[config.mk]
export PLATFORM = sky130hd
export DESIGN_NAME = serial_subtractor
export DESIGN_NICKNAME = d
export VERILOG_FILES = /design/src/rtl/serial_subtractor_pkg.sv /design/src/rtl/fulladder.sv /design/src/rtl/serial_subtractor.sv
export SDC_FILE = /design/constraint.sdc
export NUM_CORES = 1
export LEC_CHECK = 0
export BUFFER_PORTS_ARGS = -buffer_cell sky130_fd_sc_hd__buf_2
export CAP_MARGIN = 5
export CORE_UTILIZATION = 40
export DETAILED_ROUTE_END_ITERATION = 16
export SLEW_MARGIN = 20
export SYNTH_ARGS = -nofsm -noshare
export SYNTH_HDL_FRONTEND = slang
export SYNTH_HIERARCHICAL = 1
export SYNTH_SLANG_ARGS = --single-unit
[constraint.sdc]
create_clock -name clk -period 1.4 [get_ports clk]
set_input_delay 0.28 -clock clk [delete_from_list [all_inputs] [get_ports clk]]
set_output_delay 0.28 -clock clk [all_outputs]
set_load 0.05 [all_outputs]
[src/rtl/serial_subtractor_pkg.sv]
// Shared definitions for the bit-serial subtractor: FSM state encoding and
// the default operand width.
package serial_subtractor_pkg;

    localparam int DEFAULT_WIDTH = 8;

    typedef enum logic [1:0] {
        ST_IDLE = 2'd0,
        ST_RUN  = 2'd1,
        ST_DONE = 2'd2
    } state_t;

endpackage

[src/rtl/fulladder.sv]
// One-bit full adder; the only arithmetic cell used by the serial subtractor.
module fulladder (
    input  logic a,
    input  logic b,
    input  logic carry_in,
    output logic sum,
    output logic carry_out
);

    assign sum       = a ^ b ^ carry_in;
    assign carry_out = (a & b) | (a & carry_in) | (b & carry_in);

endmodule

[src/rtl/serial_subtractor.sv]
// Bit-serial a - b computed as a + ~b + 1, one bit per clock, LSB first,
// through a single full adder whose carry is held in one flip-flop.
module serial_subtractor
    import serial_subtractor_pkg::*;
#(
    parameter int WIDTH = DEFAULT_WIDTH
) (
    input  logic             clk,
    input  logic             rst_n,
    input  logic             start,
    input  logic [WIDTH-1:0] a,
    input  logic [WIDTH-1:0] b,
    output logic             busy,
    output logic             done,
    output logic [WIDTH-1:0] diff,
    output logic             borrow,
    output logic             overflow
);

    localparam int CNT_W = (WIDTH > 1) ? $clog2(WIDTH) : 1;
    localparam logic [CNT_W-1:0] CNT_LAST = CNT_W'(WIDTH - 1);

    state_t           state;
    logic [WIDTH-1:0] sa;
    logic [WIDTH-1:0] sb;
    logic [WIDTH-1:0] sr;
    logic             cy;
    logic [CNT_W-1:0] cnt;
    logic             a_msb;
    logic             b_msb;

    logic fa_b;
    logic fa_sum;
    logic fa_cout;

    assign fa_b = ~sb[0];

    fulladder u_fulladder (
        .a         (sa[0]),
        .b         (fa_b),
        .carry_in  (cy),
        .sum       (fa_sum),
        .carry_out (fa_cout)
    );

    // Operand sign bits are shifted out during RUN, so they are kept aside
    // for the signed-overflow decision made in DONE.
    always_ff @(posedge clk or negedge rst_n) begin
        if (!rst_n) begin
            state    <= ST_IDLE;
            sa       <= '0;
            sb       <= '0;
            sr       <= '0;
            cy       <= 1'b0;
            cnt      <= '0;
            a_msb    <= 1'b0;
            b_msb    <= 1'b0;
            busy     <= 1'b0;
            done     <= 1'b0;
            diff     <= '0;
            borrow   <= 1'b0;
            overflow <= 1'b0;
        end else begin
            // NOTE: non-blocking assignments make every register here sample
            // the pre-edge values, so the shift and the carry update line up.
            done <= 1'b0;
            case (state)
                ST_IDLE: begin
                    if (start) begin
                        sa    <= a;
                        sb    <= b;
                        cy    <= 1'b1;
                        cnt   <= '0;
                        a_msb <= a[WIDTH-1];
                        b_msb <= b[WIDTH-1];
                        busy  <= 1'b1;
                        state <= ST_RUN;
                    end
                end
                ST_RUN: begin
                    sa  <= {1'b0, sa[WIDTH-1:1]};
                    sb  <= {1'b0, sb[WIDTH-1:1]};
                    sr  <= {fa_sum, sr[WIDTH-1:1]};
                    cy  <= fa_cout;
                    cnt <= cnt + 1'b1;
                    if (cnt == CNT_LAST) begin
                        state <= ST_DONE;
                    end
                end
                ST_DONE: begin
                    diff     <= sr;
                    borrow   <= ~cy;
                    overflow <= (a_msb != b_msb) && (sr[WIDTH-1] != a_msb);
                    done     <= 1'b1;
                    busy     <= 1'b0;
                    state    <= ST_IDLE;
                end
                default: begin
                    busy  <= 1'b0;
                    state <= ST_IDLE;
                end
            endcase
        end
    end

endmodule

### After elaboration in Yosys (flattened, before gate mapping)

Index checks and enable logic that the tools add are counted.
Widths: inputs -> output; s select.

* bitwise logic cells: 10
* equal/unequal tests: 7
* reduce and logical (&&, ||, !) cells: 7
* add/subtract/negate cells: 1
* mux-type cells: 13

Operators by type and width (count)
* $pmux 8 s2: 2
* $mux 8: 2
* $reduce_and 2->1: 4
* $pmux 3 s2: 1
* $mux 2: 2
* $ne 2x2->1 const B: 2
* $pmux 1 s2: 2
* $pmux 2 s2: 1
* $add 3x1->3 const B: 1
* $and 1x1->1: 3
* $eq 3x3->1 const B: 1
* $mux 3: 1
* $not 1->1: 3
* $eq 2x1->1 const B: 1
* $eq 2x2->1 const B: 1
* $logic_not 2->1: 1
* $mux 1: 2
* $ne 1x1->1: 2
* $or 1x1->1: 2
* $reduce_bool 2->1: 1
* $xor 1x1->1: 2
* $logic_and 1x1->1: 1

* bits in registers: 44
* output and inout bits: 12
* word-level logic and storage cells: 51
* input bits: 19

### Depth between registers and ports, before layout

Gate-level depths: netlist (run 1).

* word-level depth: 5
* depth in mapped cells: 5
* mapped depth without buffers: 4

### Hierarchy

The synthesis (run 1) kept the hierarchy.

Modules (own cells, without submodules)
* serial_subtractor: instances 1, cells each 174, area each 1909.3 µm², seq. area each 1101.1 µm²
* fulladder: instances 1, cells each 1, area each 20.0 µm², seq. area each 0.0 µm²

### Worst setup path before layout (run 1)

No wires, ideal clock.

* path kind: register -> register
* from: register state[0]
* to: register borrow
* path buffers: 1
* period minus slack after synthesis: 1.160 ns
* slack: 0.240 ns
* arrival: 1.033 ns
* cell stages (with the launch flop): 4
* cell sequence: dfrtp_1 > nor2b_2 > buf_6 > mux2_1

* cells in the longest elaborated chain, start to end: 1

RTL lines
* start, declared: RTL line serial_subtractor.sv:23 `state_t state;`
* start signal, assigned: RTL line serial_subtractor.sv:50 `state <= ST_IDLE;`
* start signal, assigned: RTL line serial_subtractor.sv:77 `state <= ST_RUN;`
* start signal, assigned: RTL line serial_subtractor.sv:87 `state <= ST_DONE;`
* $eq 2x2->1: RTL line serial_subtractor.sv:67 `case (state)`
* end signal, assigned: RTL line serial_subtractor.sv:92 `borrow <= ~cy;`
* end, declared: RTL line serial_subtractor.sv:16 `output logic borrow,`

Every way passes these cells.
A chain may end at the register's enable or synchronous reset.

### Final worst setup path (run 1)

* from: register state[0]
* to: register sa[3]

* cells in the longest elaborated chain, start to end: 3
* elaborated cells between the ends (all ways): 6
* classes of those cells: eq/ne: 2; mux: 1; reduce/logical: 3

RTL lines
* $eq 2x1->1 / $logic_not 2->1 (equally long branches): RTL line serial_subtractor.sv:67
* $reduce_bool 2->1 (no source line) / $ne 2x2->1 (equally long branches)
* $reduce_and 2->1 (no source line)
* end signal, assigned: RTL line serial_subtractor.sv:81 `sa <= {1'b0, sa[WIDTH-1:1]};`
* end, declared: RTL line serial_subtractor.sv:24 `logic [WIDTH-1:0] sa;`

Parallel ways exist; a longest one is shown, timed or not.

==> impl_metrics.ini, run 1 <==
[outcome]
status = finished clean

[timing]
post-route-min-period_ps = 1243
slew_violations = 0
period_share = 0.8876
skew_ps = 5.042
worst_pin_slew_ps = 385.3
fin_tns_setup_ps = 0
setup_viol = 0
rsz0062_at_grt = no
max_slew_margin = 0.7432
fmax_mhz = 804.7
hold_viol = 0

[layout]
nFillCells = 426
multi_input_area_um2 = 759.5
final_area_um2 = 2290
drive_gt1_frac = 0.2744
layout.cells.non_filler = 267
nNetsFinal = 236
register_area_um2 = 1102
syn_to_final_growth_pct = 18.68
diodes = 0

[power]
switching_power_mw = 1.917
irDropWorstVdd_uv = 993.5
p_leak_nw = 1.126
seq_power_share = 0.448
switching_share = 0.4009
power_density_nw_per_um2 = 2088
clkPwrFrac = 0.160
internal_power_mw = 2.865
power_frac_comb = 0.392

[critical_path]
crit_family = flip-flops
critical_path_class = register to register
crit_chain = and2b_1 > buf_4 > a22oi_1 > o21ai_0
reg2reg_from = state[0]
path_max_fanout = 9
startpoint_type = register
crit_arrival_ps = 1410
worstRegToRegCells = 4
cp.required_ps = 1570
critical_path_buf_inv_count = 1
critPathLaunch = state[0]
end_kind = register
crit_cells = 4
slowest_delay_ps = 470
cp_slowest_cell = dfrtp_2

[logic_synthesis]
synth_cells = 175
syn_area_um2 = 1929
synth-seq-cells = 44
yosysWarningCount = 6
ys_types = 28
syn_avg_cell_area_um2 = 11.02
synth.net_count = 197
yosysSeqAreaShare = 0.5707

[global_route]
grt_pass1_wl_um = 6251
gr-total-overflow = 0
grt_pass1_vias = 1381
antenna_found_initial = 0
grt_max_degree = 45
grt_usage = 0.1583

[job]
maxCapViolations = 0

[placed_design]
portBuffers = 30
gp_congestion = 0.7374
placed_cells = 258
place_area_um2 = 2188
dp_hpwl_um = 2564

[drt]
finalWirelength_um = 3709
remaining_drc_errors = 0
ant_nets = 0
firstDrtPassIters = 4
drt-wirelength-per-cell_um = 13.89
drt_iter0_markers = 85
num_vias = 1392
routed_via_density = 5.213

[clock_network]
clock_sinks = 44
cts_root_buf = clkbuf_8
cts_tree = done
post_cts_buffers = 0
clk_pin_slew_ps = 80
cts_made_buffers = 5
cts.htree.levels = 2
cts_buffer_depth = 2
clock_latency_ps = 290

[worst_hold_path]
holdPathStages = 2
hp-start = a[7]
holdCritPathClass = input port to register

[die]
die-area_um2 = 5105
start_util = 0.4283
io_pins = 31
core-area_um2 = 4504
die_h_um = 71.45
num_rows = 24
dieWidth_um = 71.45
-- metrics by stage --
stage               worst slack [ps]  utilization  hold slack [ps]  total power, mW
global route                   43.63       0.5083            241.2            5.118
floorplan                      239.8            -           -15.59            3.507
global placement               151.0       0.4858            272.4            3.951
finish                         157.4       0.5083            246.2            4.782
CTS                            84.33       0.5075            232.3            4.837
detailed placement             116.8       0.4858            278.0            4.039
-- power by group through the flow --
stage          clock [mW]  combinational, mW  sequential, mW
6_report            0.765               1.87            2.14
5_1_grt             0.852               2.06            2.21
4_1_cts             0.806               1.90            2.13
3_5_place_dp            0               1.89            2.15
3_3_place_gp            0               1.82            2.13
2_1_floorplan           0               1.02            2.48
-- routing by layer --
metal	part of all wire	global-route usage
met1	0.49	0.2078
met2	0.47	0.2571
met3	0.030	0.04641
met4	0.011	0.04575
met5	0	0
-- final cells by class --
type	instances	area share
Sequential cell	44	0.4814
Multi-Input combinational cell	119	0.3317
Timing Repair Buffer	42	0.1169
Clock buffer	5	0.03005
Tap cell	52	0.02842
Clock inverter	3	0.008197
Inverter	2	0.003279
-- logic make-up (layout without fill, tap and decap cells) --
family	count (synthesis)	after routing	synth area share
AOI/OAI and AO/OA	49	49	0.1576
adders and majority gates	3	3	0.02334
buffers and inverters	12	52	0.03697
DFF	44	44	0.5707
muxes	11	11	0.06810
and+or+nand+nor	56	56	0.1433
-- final timing paths --
check	slack, ps	to
min in group asynchronous	480	diff[4]
setup reg to reg	160	sa[3]
hold reg to reg	490	diff[5]
max in group asynchronous	690	state[0]
hold / removal	250	a_msb
setup / recovery	160	sa[3]
-- cell usage after synthesis --
library cell	instances	area [µm²]
inv_1	2	7.510
o21ai_1	6	30.03
and2b_1	2	15.01
dfrtp_1	44	1101
mux2_2	2	22.52
nor2b_2	2	17.52
a21oi_1	14	70.07
ha_1	2	25.02
buf_2	6	30.03
a31oi_1	1	6.260
o21bai_4	1	18.77
nand2b_1	1	6.260
nand2_1	31	116.4
mux2_1	7	78.83
and3b_1	1	8.760
nand3b_1	1	7.510
a22oi_1	13	97.59
fa_1	1	20.02
mux2_4	2	30.03
o21ai_0	11	55.05
nor2_1	4	15.01
and2_1	1	6.260
buf_6	1	11.26
or3b_2	1	8.760
buf_4	3	22.52
a22o_1	2	17.52
nor2b_1	12	75.07
a2bb2oi_1	1	8.760
-- registers in the layout, indices dropped and copies added (netlist names), 2 cells and up --
name	cells
cnt	3
sa	8
diff	8
sb	8
sr	8
state	2
-- placed cells by master, fill, tap and decap left out, drive strengths merged --
master       count
nor2b           14
inv              2
a22oi           13
clkbuf           5
a22o             2
dfrtp           44
a21oi           14
a2bb2oi          1
a31oi            1
ha               2
nor2             4
fa               1
clkinv           3
and3b            1
nand3b           1
and2             1
o21ai           17
buf             41
or3b             1
and2b            2
nand2b           1
mux2            11
o21bai           1
nand2           31
dlygate4sd3      1
-- timing repair --
action / CTS / global route
hold buffers: 1 / 0
setup endpoints to repair: 0 / 8
endpoints found under the hold margin: 44 / 0
gates resized for setup: 0 / 2
(Power assumes the default switching activity.)
==> run 2, diff against run 1 <==
--- a/config.mk
+++ b/config.mk
@@ -5,7 +5,8 @@
 export SDC_FILE = /design/constraint.sdc
 export NUM_CORES = 1
 export LEC_CHECK = 0
-export BUFFER_PORTS_ARGS = -buffer_cell sky130_fd_sc_hd__buf_2
+export ABC_CLOCK_PERIOD_IN_PS = 1400
+export BUFFER_PORTS_ARGS = -buffer_cell sky130_fd_sc_hd__clkbuf_2
 export CAP_MARGIN = 5
 export CORE_UTILIZATION = 40
 export DETAILED_ROUTE_END_ITERATION = 16
==> impl_metrics.ini, run 2 (same netlist as run 1, synthesis figures left out) <==
[die]
num_rows = 24
start_util = 0.4283
dieWidth_um = 71.45
die-area_um2 = 5105
die_h_um = 71.45
core-area_um2 = 4504
io_pins = 31

[drt]
routed_via_density = 5.245
drt-wirelength-per-cell_um = 14.20
ant_nets = 0
top_layer_used = met4
num_vias = 1411
finalWirelength_um = 3820
drt_iter0_markers = 54
wl_met3_um = 140
met1_length_um = 1753
remaining_drc_errors = 0
dr_wl_met2_um = 1881
firstDrtPassIters = 4

[timing]
period_share = 0.9013
setup_viol = 0
slew_violations = 0
fin_tns_setup_ps = 0
max_slew_margin = 0.7352
hold_viol = 0
rsz0062_at_grt = no
worst_pin_slew_ps = 397.2
fin_hold_ws_ps = 249.1
skew_ps = 4.634
post-route-min-period_ps = 1262
fmax_mhz = 792.5

[layout]
diodes = 0
final_common_cell = dfrtp_1
drive_gt1_frac = 0.2673
nNetsFinal = 238
syn_to_final_growth_pct = 19.65
nFillCells = 408
register_area_um2 = 1101
multi_input_area_um2 = 757.0
final_cell_mix = dfrtp_1, nand2_1, clkbuf_2, a21oi_1, a22oi_1

[placed_design]
gp_congestion = 0.7898
dp_hpwl_um = 2664
portBuffers = 30

[power]
clkPwrFrac = 0.194
switching_share = 0.3878
switching_power_mw = 1.924
p_leak_nw = 1.137
internal_power_mw = 3.037
power_frac_comb = 0.377
power_density_nw_per_um2 = 2149
seq_power_share = 0.429
irDropWorstVdd_uv = 821.8

[job]
maxCapViolations = 0

[clock_network]
post_cts_buffers = 0
cts.repair.resized = 0
cts_buffer_depth = 2
clock_latency_ps = 300
cts_made_buffers = 5
cts.htree.levels = 2
holdBufCountCts = 1
cts_root_buf = clkbuf_8
cts_tree = done
clk_pin_slew_ps = 80
clock_sinks = 44

[critical_path]
startpoint_type = register
end_kind = register
crit_chain = buf_4 > nor2b_1 > a22oi_1 > o21ai_0
crit_arrival_ps = 1470
path_max_fanout = 9
cp_slowest_cell = dfrtp_1
slowest_delay_ps = 440
cp.required_ps = 1610
critical_path_class = register to register

[global_route]
grt_max_degree = 45
gr-total-overflow = 0
grt_pass1_vias = 1435
grt_usage = 0.1627
antenna_found_initial = 0
grt_pass1_wl_um = 6513

[outcome]
status = finished clean

[worst_hold_path]
holdCritPathClass = input port to register
## run 2: cell count changes in the layout (fill, tap and decap cells not counted), sizes merged
cell	delta
buf	-28
bufinv	+1
clkbuf	+31
clkinv	-2
## run 2: worst paths after layout
| kind | start | to | slack, ps | depth (start not counted) |
|---|---|---|---|---|
| min in group asynchronous | rst_n | sr[3] | 490 | 3 |
| worst max register to register | state[0] | sb[3] | 140 | 4 |
| worst min register to register | sr[0] | sr[0] | 470 | 2 |
| max in group asynchronous | rst_n | sb[4] | 690 | 3 |
| worst max-delay path | state[0] | sb[3] | 140 | 4 |
| worst min-delay path | b[7] | b_msb | 250 | 2 |
## run 2: area by class of cell
cell class / count / share of cell area
Clock buffer: 6 / 0.03144
Clock inverter: 2 / 0.01518
Inverter: 2 / 0.003252
Multi-Input combinational cell: 119 / 0.3279
Sequential cell: 44 / 0.4770
Tap cell: 52 / 0.02818
Timing Repair Buffer: 44 / 0.1171
## run 2: layer usage
metal,up-vias,track usage
li1,680,-
met5,-,0
met4,0,0.06318
met3,4,0.04501
met1,695,0.2026
met2,32,0.2709
## run 2: metrics by stage
step	std cells	total power, mW	instance area, µm²	util	worst slack, ps
floorplan	175	3.507	1929	-	239.8
global placement	260	3.956	2191	0.4864	214.5
detailed placement	260	4.037	2191	0.4864	142.6
CTS	269	5.008	2308	0.5125	113.3
global route	269	5.314	2308	0.5125	2.423
finish	269	4.960	2308	0.5125	138.1
## run 2: power groups by stage
stage / Combinational [mW] / Sequential, mW / Clock, mW
2_1_floorplan: 1.02 / 2.48 / 0
3_3_place_gp: 1.83 / 2.12 / 0
6_report: 1.87 / 2.13 / 0.962
3_5_place_dp: 1.88 / 2.15 / 0
4_1_cts: 1.90 / 2.13 / 0.984
5_1_grt: 2.07 / 2.20 / 1.04
## run 2: worst max-delay path, delay by kind of cell, from the launching register on
family	cells	cell delay, ps
buf+inv	1	200
compound gates	2	280
flops	1	440
simple gates	1	260
==> run 3, diff against run 2 <==
--- a/config.mk
+++ b/config.mk
@@ -8,8 +8,9 @@
 export ABC_CLOCK_PERIOD_IN_PS = 1400
 export BUFFER_PORTS_ARGS = -buffer_cell sky130_fd_sc_hd__clkbuf_2
 export CAP_MARGIN = 5
-export CORE_UTILIZATION = 40
+export CORE_UTILIZATION = 55
 export DETAILED_ROUTE_END_ITERATION = 16
+export PLACE_DENSITY = 0.78
 export SLEW_MARGIN = 20
 export SYNTH_ARGS = -nofsm -noshare
 export SYNTH_HDL_FRONTEND = slang
==> impl_metrics.ini, run 3 (same netlist as run 1, synthesis figures left out) <==
[clock_network]
cts_buffer_depth = 2
cts_tree = done
post_cts_buffers = 0
cts_made_buffers = 5
clock_latency_ps = 350
clk_pin_slew_ps = 130
clock_sinks = 44
cts.htree.levels = 2
cts_root_buf = clkbuf_4

[timing]
fin_tns_setup_ps = 0
max_slew_margin = 0.7524
setup_viol = 0
rsz0062_at_grt = no
slew_violations = 0
skew_ps = 8.492
post-route-min-period_ps = 1307
period_share = 0.9338
fmax_mhz = 764.9
worst_pin_slew_ps = 371.3
hold_viol = 0

[drt]
drt-wirelength-per-cell_um = 13.91
firstDrtPassIters = 4
finalWirelength_um = 3602
remaining_drc_errors = 0
routed_via_density = 5.459
drt_iter0_markers = 61
ant_nets = 0
num_vias = 1414

[critical_path]
startpoint_type = register
path_max_fanout = 5
crit_arrival_ps = 1560
cp.required_ps = 1650
end_kind = register
critical_path_class = register to register

[layout]
final_area_um2 = 2247
final_common_cell = dfrtp_1
layout.cells.non_filler = 259
final_cell_mix = dfrtp_1, nand2_1, clkbuf_2, a21oi_1, a22oi_1
diodes = 0
drive_gt1_frac = 0.2676
nNetsFinal = 234
syn_to_final_growth_pct = 16.47
final_util = 0.6734

[outcome]
status = finished clean

[placed_design]
gp_congestion = 0.7565
place_area_um2 = 2153
dp_hpwl_um = 2496
placed_cells = 250
portBuffers = 30

[global_route]
antenna_found_initial = 0
grt_pass1_wl_um = 5830
grt_max_degree = 45
gr-total-overflow = 0
grt_pass1_vias = 1309
grt_usage = 0.2184

[die]
core-area_um2 = 3337
num_rows = 21
die_h_um = 61.23
dieWidth_um = 61.23
start_util = 0.5782
io_pins = 31
die-area_um2 = 3749

[power]
power_density_nw_per_um2 = 2113
p_leak_nw = 1.107
irDropWorstVdd_uv = 1316

[job]
maxCapViolations = 0

[worst_hold_path]
holdCritPathClass = input port to register
[run 3: cell count changes in the layout (fill, tap and decap cells not counted)]
cell / change
buf_4: -4
clkbuf_1: -1
and2b_1: -1
clkbuf_4: +5
and2b_2: +1
nor2b_1: -1
clkinvlp_4: +1
nor2b_2: +1
clkbuf_8: -5
[run 3: layer usage]
layer / vias up / share of wire / GRT usage
met5: - / 0 / 0
met4: 0 / 0.013 / 0.07792
met3: 4 / 0.040 / 0.05672
met2: 40 / 0.49 / 0.3587
met1: 690 / 0.46 / 0.2813
li1: 680 / - / -
[run 3: layout make-up]
cell class	count	area, µm²
well taps	46	57.56
flip-flops and latches	44	1101
clock inverters	3	42.54
multi-input cells	119	760.7
fillers	271	1090
clock buffers	5	37.54
repair buffers	40	240.2
inverters	2	7.507
[run 3: per-stage QoR]
step	total power [mW]	worst slack (ps)	hold slack, ps
floorplan	3.507	239.8	-15.59
global placement	3.868	85.66	273.3
detailed placement	3.994	-1.260	273.3
CTS	4.770	77.79	157.2
global route	5.091	46.40	141.5
finish	4.748	92.62	166.6
[run 3: where the power goes]
group          total, mW  switching, mW  leakage [nW]  internal, mW
clock network      0.785          0.413        0.0412         0.373
registers           2.13          0.350         0.567          1.78
logic               1.84           1.14         0.498         0.698
[run 3: what timing repair did]
action / CTS / global route
hold buffers: 1 / 0
gates resized for setup: 1 / 1
gates cloned: 0 / 0
setup endpoints to repair: 1 / 1
endpoints found under the hold margin: 44 / 0
[run 3: final timing paths]
kind                       cells past startpoint  slack, ps     to      from
max reg2reg                                    4         90  b_msb  state[1]
min                                            2        170  a_msb      a[7]
max in group asynchronous                      3        740  sb[5]     rst_n
min in group asynchronous                      3        440  sr[3]     rst_n
max                                            4         90  b_msb  state[1]
min reg2reg                                    2        500  sr[0]     sr[0]
[run 3: critical path, stage by stage, from the launching register on]
cell and delay [ps]:
dfrtp_1 430, buf_4 160, nor2b_2 110, and2b_1 190, mux2_4 310
